[src/rtl/uart_stream_ctrl.sv]
// uart_stream_ctrl
// ----------------
// Streams a frame of bytes from the synchronous buffer RAM to the UART
// transmitter. An accepted start captures base_addr, length and loop. The
// controller then walks the RAM from the base address and wraps at the top of
// RAM. For every byte it fetches the data, loads tx_byte and issues a single
// transmit strobe. It then waits for the UART's is_transmitting handshake to
// rise and fall before it moves to the next byte.
//
// Ports
//   clk, rst_n     clock (rising edge) and asynchronous active-low reset
//   start          one-cycle command, only honoured while idle
//   base_addr      first RAM address of the frame
//   length         byte count 0..2**ADDR_WIDTH
//   loop           repeat the frame until abort
//   abort          level; stops streaming at the next byte boundary
//   ram_addr       registered RAM read address
//   ram_rdata      RAM data, valid one cycle after ram_addr
//   tx_transmit    one-cycle transmit strobe to the UART
//   tx_byte        byte presented to the UART
//   tx_busy        UART is_transmitting
//   busy           controller is not idle
//   done           one-cycle end-of-frame / end-of-abort pulse
//   aborted        frame ended by abort; held until the next start
//   error          sticky acknowledge-timeout flag
//   byte_count     bytes fully sent in the current pass
module uart_stream_ctrl #(
    parameter int ADDR_WIDTH  = 9,
    parameter int DATA_WIDTH  = 8,
    parameter int ACK_TIMEOUT = 16
) (
    input  logic                  clk,
    input  logic                  rst_n,
    input  logic                  start,
    input  logic [ADDR_WIDTH-1:0] base_addr,
    input  logic [ADDR_WIDTH:0]   length,
    input  logic                  loop,
    input  logic                  abort,
    output logic [ADDR_WIDTH-1:0] ram_addr,
    input  logic [DATA_WIDTH-1:0] ram_rdata,
    output logic                  tx_transmit,
    output logic [DATA_WIDTH-1:0] tx_byte,
    input  logic                  tx_busy,
    output logic                  busy,
    output logic                  done,
    output logic                  aborted,
    output logic                  error,
    output logic [ADDR_WIDTH:0]   byte_count
);

    localparam int TW = (ACK_TIMEOUT > 1) ? $clog2(ACK_TIMEOUT) : 1;
    localparam logic [TW-1:0] TO_LAST = TW'(ACK_TIMEOUT - 1);

    typedef enum logic [2:0] {
        ST_IDLE,
        ST_FETCH,
        ST_LOAD,
        ST_SEND,
        ST_WAIT_ACK,
        ST_WAIT_IDLE,
        ST_FINISH
    } state_t;

    state_t                  state_q, state_d;
    logic [ADDR_WIDTH-1:0]   ram_addr_q, ram_addr_d;
    logic [ADDR_WIDTH-1:0]   base_q, base_d;
    logic [ADDR_WIDTH:0]     length_q, length_d;
    logic                    loop_q, loop_d;
    logic [DATA_WIDTH-1:0]   tx_byte_q, tx_byte_d;
    logic                    tx_transmit_q, tx_transmit_d;
    logic [ADDR_WIDTH:0]     byte_count_q, byte_count_d;
    logic                    aborted_q, aborted_d;
    logic                    error_q, error_d;
    logic                    abort_pend_q, abort_pend_d;
    logic [TW-1:0]           timeout_q, timeout_d;
    logic [ADDR_WIDTH:0]     count_next;
    logic                    stop_req;

    assign count_next = byte_count_q + (ADDR_WIDTH+1)'(1);
    // A pulse of abort may arrive while a byte is in flight, so the latched
    // copy is honoured alongside the live level.
    assign stop_req   = abort | abort_pend_q;

    always_comb begin
        state_d       = state_q;
        ram_addr_d    = ram_addr_q;
        base_d        = base_q;
        length_d      = length_q;
        loop_d        = loop_q;
        tx_byte_d     = tx_byte_q;
        tx_transmit_d = 1'b0;
        byte_count_d  = byte_count_q;
        aborted_d     = aborted_q;
        error_d       = error_q;
        abort_pend_d  = abort_pend_q;
        timeout_d     = timeout_q;

        case (state_q)
            ST_IDLE: begin
                if (start) begin
                    error_d      = 1'b0;
                    aborted_d    = 1'b0;
                    abort_pend_d = 1'b0;
                    byte_count_d = '0;
                    if (length != '0) begin
                        base_d     = base_addr;
                        length_d   = length;
                        loop_d     = loop;
                        ram_addr_d = base_addr;
                        state_d    = ST_FETCH;
                    end else begin
                        state_d = ST_FINISH;
                    end
                end
            end

            ST_FETCH: begin
                if (stop_req) begin
                    aborted_d = 1'b1;
                    state_d   = ST_FINISH;
                end else begin
                    state_d = ST_LOAD;
                end
            end

            ST_LOAD: begin
                if (stop_req) begin
                    aborted_d = 1'b1;
                    state_d   = ST_FINISH;
                end else begin
                    tx_byte_d = ram_rdata;
                    state_d   = ST_SEND;
                end
            end

            // The strobe is registered, so it is high during the first
            // WAIT_ACK cycle and drops on its own one cycle later.
            ST_SEND: begin
                tx_transmit_d = 1'b1;
                timeout_d     = '0;
                if (abort) begin
                    abort_pend_d = 1'b1;
                end
                state_d = ST_WAIT_ACK;
            end

            // A missing acknowledge flags the error. The byte is then treated
            // as sent so that the frame still completes.
            ST_WAIT_ACK: begin
                if (abort) begin
                    abort_pend_d = 1'b1;
                end
                if (tx_busy) begin
                    state_d = ST_WAIT_IDLE;
                end else if (timeout_q == TO_LAST) begin
                    error_d = 1'b1;
                    state_d = ST_WAIT_IDLE;
                end else begin
                    timeout_d = timeout_q + TW'(1);
                end
            end

            ST_WAIT_IDLE: begin
                if (abort) begin
                    abort_pend_d = 1'b1;
                end
                if (!tx_busy) begin
                    byte_count_d = count_next;
                    ram_addr_d   = ram_addr_q + ADDR_WIDTH'(1);
                    if (stop_req) begin
                        aborted_d = 1'b1;
                        state_d   = ST_FINISH;
                    end else if (count_next == length_q) begin
                        if (loop_q) begin
                            byte_count_d = '0;
                            ram_addr_d   = base_q;
                            state_d      = ST_FETCH;
                        end else begin
                            state_d = ST_FINISH;
                        end
                    end else begin
                        state_d = ST_FETCH;
                    end
                end
            end

            ST_FINISH: begin
                abort_pend_d = 1'b0;
                state_d      = ST_IDLE;
            end

            default: begin
                state_d = ST_IDLE;
            end
        endcase
    end

    always_ff @(posedge clk or negedge rst_n) begin
        if (!rst_n) begin
            state_q       <= ST_IDLE;
            ram_addr_q    <= '0;
            base_q        <= '0;
            length_q      <= '0;
            loop_q        <= 1'b0;
            tx_byte_q     <= '0;
            tx_transmit_q <= 1'b0;
            byte_count_q  <= '0;
            aborted_q     <= 1'b0;
            error_q       <= 1'b0;
            abort_pend_q  <= 1'b0;
            timeout_q     <= '0;
        end else begin
            state_q       <= state_d;
            ram_addr_q    <= ram_addr_d;
            base_q        <= base_d;
            length_q      <= length_d;
            loop_q        <= loop_d;
            tx_byte_q     <= tx_byte_d;
            tx_transmit_q <= tx_transmit_d;
            byte_count_q  <= byte_count_d;
            aborted_q     <= aborted_d;
            error_q       <= error_d;
            abort_pend_q  <= abort_pend_d;
            timeout_q     <= timeout_d;
        end
    end

    assign ram_addr    = ram_addr_q;
    assign tx_transmit = tx_transmit_q;
    assign tx_byte     = tx_byte_q;
    assign byte_count  = byte_count_q;
    assign aborted     = aborted_q;
    assign error       = error_q;
    assign busy        = (state_q != ST_IDLE);
    assign done        = (state_q == ST_FINISH);

endmodule

[config.mk]
export PLATFORM = sky130hd
export DESIGN_NAME = uart_stream_ctrl
export DESIGN_NICKNAME = d
export VERILOG_FILES = /design/src/rtl/uart_stream_ctrl.sv
export SDC_FILE = /design/constraint.sdc
export NUM_CORES = 1
export LEC_CHECK = 0
export ABC_AREA = 1
export BUFFER_PORTS_ARGS = -buffer_cell sky130_fd_sc_hd__buf_4
export CORE_MARGIN = 2
export CORE_UTILIZATION = 30
export CTS_CLUSTER_SIZE = 14
export DETAILED_ROUTE_END_ITERATION = 12
export GPL_TIMING_DRIVEN = 1
export HOLD_SLACK_MARGIN = 0.05
export PLACE_DENSITY_LB_ADDON = 0.05
export SYNTH_ARGS = -nofsm -noshare
export SYNTH_HDL_FRONTEND = slang
export SYNTH_SLANG_ARGS = --single-unit
[constraint.sdc]
create_clock -name clk -period 2.35 [get_ports clk]
set_input_delay 0.1175 -clock clk [delete_from_list [all_inputs] [get_ports clk]]
set_output_delay 0.1175 -clock clk [all_outputs]
set_load 0.02 [all_outputs]
==> metrics <==
Cell Area, Synth=0.00321 mm2; vias in the first global route=2953; clock slew at reported path FFs=0.07 ns; maxcap violations=0; pwr dens=1170 mW/mm2; Final Max Tran Viols=0; status=finished, final reports clean; clk buf depth=2; Area contributors post-synth=dfrtp_1, nand2_1, inv_1; hold path endpoint=state_q[0]; post-synth top area share=45.2%; Starting DRT DRC Count=103; Synth Warn #=0; Tightest Pin Transition=0.770 ns; HP Start=tx_busy; remaining routing DRC violations=0; clk sinks=58; worst reg-to-reg setup slack=0.21 ns; fin crit share=90.9%; relative slew slack=48.7%; worst clock skew=0.00738 ns; Clock Latency Late Sink=0.34 ns; placed instance count=619; Via density=4.54; Post-DP HPWL=6300 um; WP data required=2.57 ns; min Tclk post-route=2.14 ns; Layout fillers=1103; peak supply drop=0.000406 V; Yosys cell types=32; HP Class=in -> reg; Initial Util=30.9%; # Post-CTS Setup Buffers=0; WHS=0.0684 ns; Worst Path Arrival=2.36 ns; Synthesized Nets=453; number of flops mapped to enable cells by yosys=0; P_leak=2.14 nW; CTS tree=built; grt ovf=0; synthesized netlist cell count=417; reg2reg path depth=14; largest net degree at the start of global routing=59; Critical Path End Type=flop; Area Growth Syn to Fin=36.5%; kind of critical path=reg -> reg; Port-buffer cells=64; mean post-synth cell area=7.70 um2; sequential share of the synthesized area=45.2%; crit path launch type=flop; CTS Buf Count=9; Pwr Total=0.00514 W; Nets=559; GRT Overall Usage=16.1%; core area=0.0104 mm2; unrepaired setup endpoints after global routing=no; share of cells above drive strength 1=23.3%; # IOs=65; Hold Path Stages=3; Crit Path Max Fanout=10; Die Y=107 um; drt pass-1 iters=4; # setup viols final=0; Synth Flop Type=dfrtp_1; ant diodes=0; ys async rst share=100%; final WL=8690 um; Yosys top cell by area=dfrtp_1; worst r2r src=byte_count[0]; routability cong.=0.814; via total after detailed routing=3013; Seq cells post-synth=58; Rows=37; fin cells=664; fmax=0.468 GHz; worst r2r dst=byte_count[5]; total die area=0.0115 mm2; initial antenna violation count=0; Sum Neg Setup Slack=0 ns; antenna-violating nets left=0; die width=107 um; WL/cell=13.1 um; H-Tree Level Count=3; final hold vios=0; CTS Root Cell=clkbuf_8; global-route wire length before repair=14400 um
[synthesized netlist by cell type, types with 2 or more instances]
library cell  number
nand2_1          112
dfrtp_1           58
inv_1             50
nor2_1            36
nand3_1           30
a21oi_1           23
o21ai_0           21
nand4_1           14
inv_2              7
nor2_2             6
nor3_1             6
o22ai_1            6
nand2_2            5
xnor2_1            5
clkbuf_1           4
nand3_2            4
nor2_4             4
xor2_1             4
ha_1               3
mux2_2             3
a21oi_2            2
nor4_1             2
o21ai_1            2
or2_2              2
[state kept, by name (all words and copies together), names as in the netlist]
signal	cells
base_q	9
byte_count	10
timeout_q	4
length_q	10
loop_q	1
tx_transmit	1
error	1
ram_addr	9
tx_byte	8
aborted	1
abort_pend_q	1
state_q	3
[how the worst max path moves through the flow]
| stage | startpoint | endpoint | slack [ns] | cells after the start |
|---|---|---|---|---|
| 3_3_place_gp | byte_count[0] | byte_count[5] | 0.24 | 14 |
| 4_1_cts | byte_count[0] | byte_count[5] | 0.14 | 14 |
| 6_report | byte_count[0] | byte_count[5] | 0.21 | 14 |
| 5_1_grt | state_q[2] | ram_addr[1] | 0.0005 | 11 |
| 2_1_floorplan | byte_count[0] | byte_count[5] | 0.33 | 14 |
| 3_5_place_dp | byte_count[0] | byte_count[5] | 0.14 | 14 |
[where the power goes]
| part | switching (W) | internal (W) |
|---|---|---|
| Combinational | 0.00150 | 0.000960 |
| Sequential | 0.000306 | 0.00141 |
| Clock | 0.000413 | 0.000548 |
[area by class of cell]
type / instances / area, um2 / share of cell area (%)
timing repair buffer: 101 / 831 / 19.0
multi-input combinational: 295 / 1510 / 34.5
clock inverter: 2 / 35.0 / 0.800
inverter: 58 / 218 / 4.97
sequential: 58 / 1450 / 33.2
clock buffer: 14 / 163 / 3.71
tap: 136 / 170 / 3.89
[per-layer routing]
| layer | GRT usage, % | vias up | routed length, um |
|---|---|---|---|
| li1 | - | 1566 | - |
| met1 | 22.0 | 1375 | 4350 |
| met2 | 25.0 | 59 | 3860 |
| met3 | 3.21 | 13 | 350 |
| met4 | 6.14 | 0 | 140 |
| met5 | 0 | - | 0 |
[through the flow]
stage	instance area [um2]	util (%)	setup WS (ns)
6_report	4380	42.2	0.214
5_1_grt	4380	42.2	0.000461
4_1_cts	4380	42.2	0.139
3_5_place_dp	3890	37.5	0.143
3_3_place_gp	3890	37.5	0.244
2_1_floorplan	3210	-	0.334
[repair_timing]
action | CTS | global route
endpoints found under the setup margin | 0 | 4
resized for setup | 0 | 2
hold buffers | 29 | 0
endpoints found under the hold margin | 86 | 0
[layout by cell type (no fill, tap or decap)]
cell type,netlist,routed
dfrtp_2,0,2
nand3_1,30,30
inv_2,7,7
a21oi_1,23,23
nand4_4,1,1
ha_1,3,3
nor4_1,2,2
clkbuf_8,0,11
dfrtp_1,58,56
nand4_1,14,14
xor2_1,4,4
buf_4,0,72
xnor3_2,1,1
or2_2,2,2
xnor2_1,5,5
nor3b_1,1,1
nor2_1,36,36
dlygate4sd3_1,0,29
mux2_2,3,3
o21ai_1,2,2
nor3_1,6,6
nor2_2,6,6
clkinv_2,0,1
o21ai_0,21,21
clkinv_1,1,1
nand3_2,4,4
nand2_1,112,112
a211oi_1,1,1
bufinv_16,0,1
nand2_4,1,1
clkbuf_1,4,3
nor2_4,4,4
inv_1,50,50
nand2_2,5,5
o22ai_1,6,6
a21oi_2,2,2
[worst max-delay path, stage by stage (launching register included)]
cell and delay [ns]:
dfrtp_2 0.46, ha_1 0.32, inv_1 0.06, nand2_1 0.06
nand2_1 0.05, nor2_1 0.10, nand2_1 0.07, nor2_2 0.12
nand3_2 0.11, nor2_4 0.12, nand4_4 0.18, nand2_4 0.20
inv_2 0.06, nand3_1 0.06, o21ai_1 0.06
[cells by family after synthesis]
| kind of cell | count (synthesis) | share of synthesized area (%) |
|---|---|---|
| AND/OR/NAND/NOR | 224 | 32.5 |
| buffers and inverters | 64 | 7.76 |
| flip-flops | 58 | 45.2 |
| AO/OA/AOI/OAI | 55 | 9.12 |
| XOR/XNOR | 10 | 3.20 |
| multiplexers | 3 | 1.05 |
| adder cells (fa/ha/maj) | 3 | 1.17 |
No activity file was read; power rests on OpenSTA's default activity.
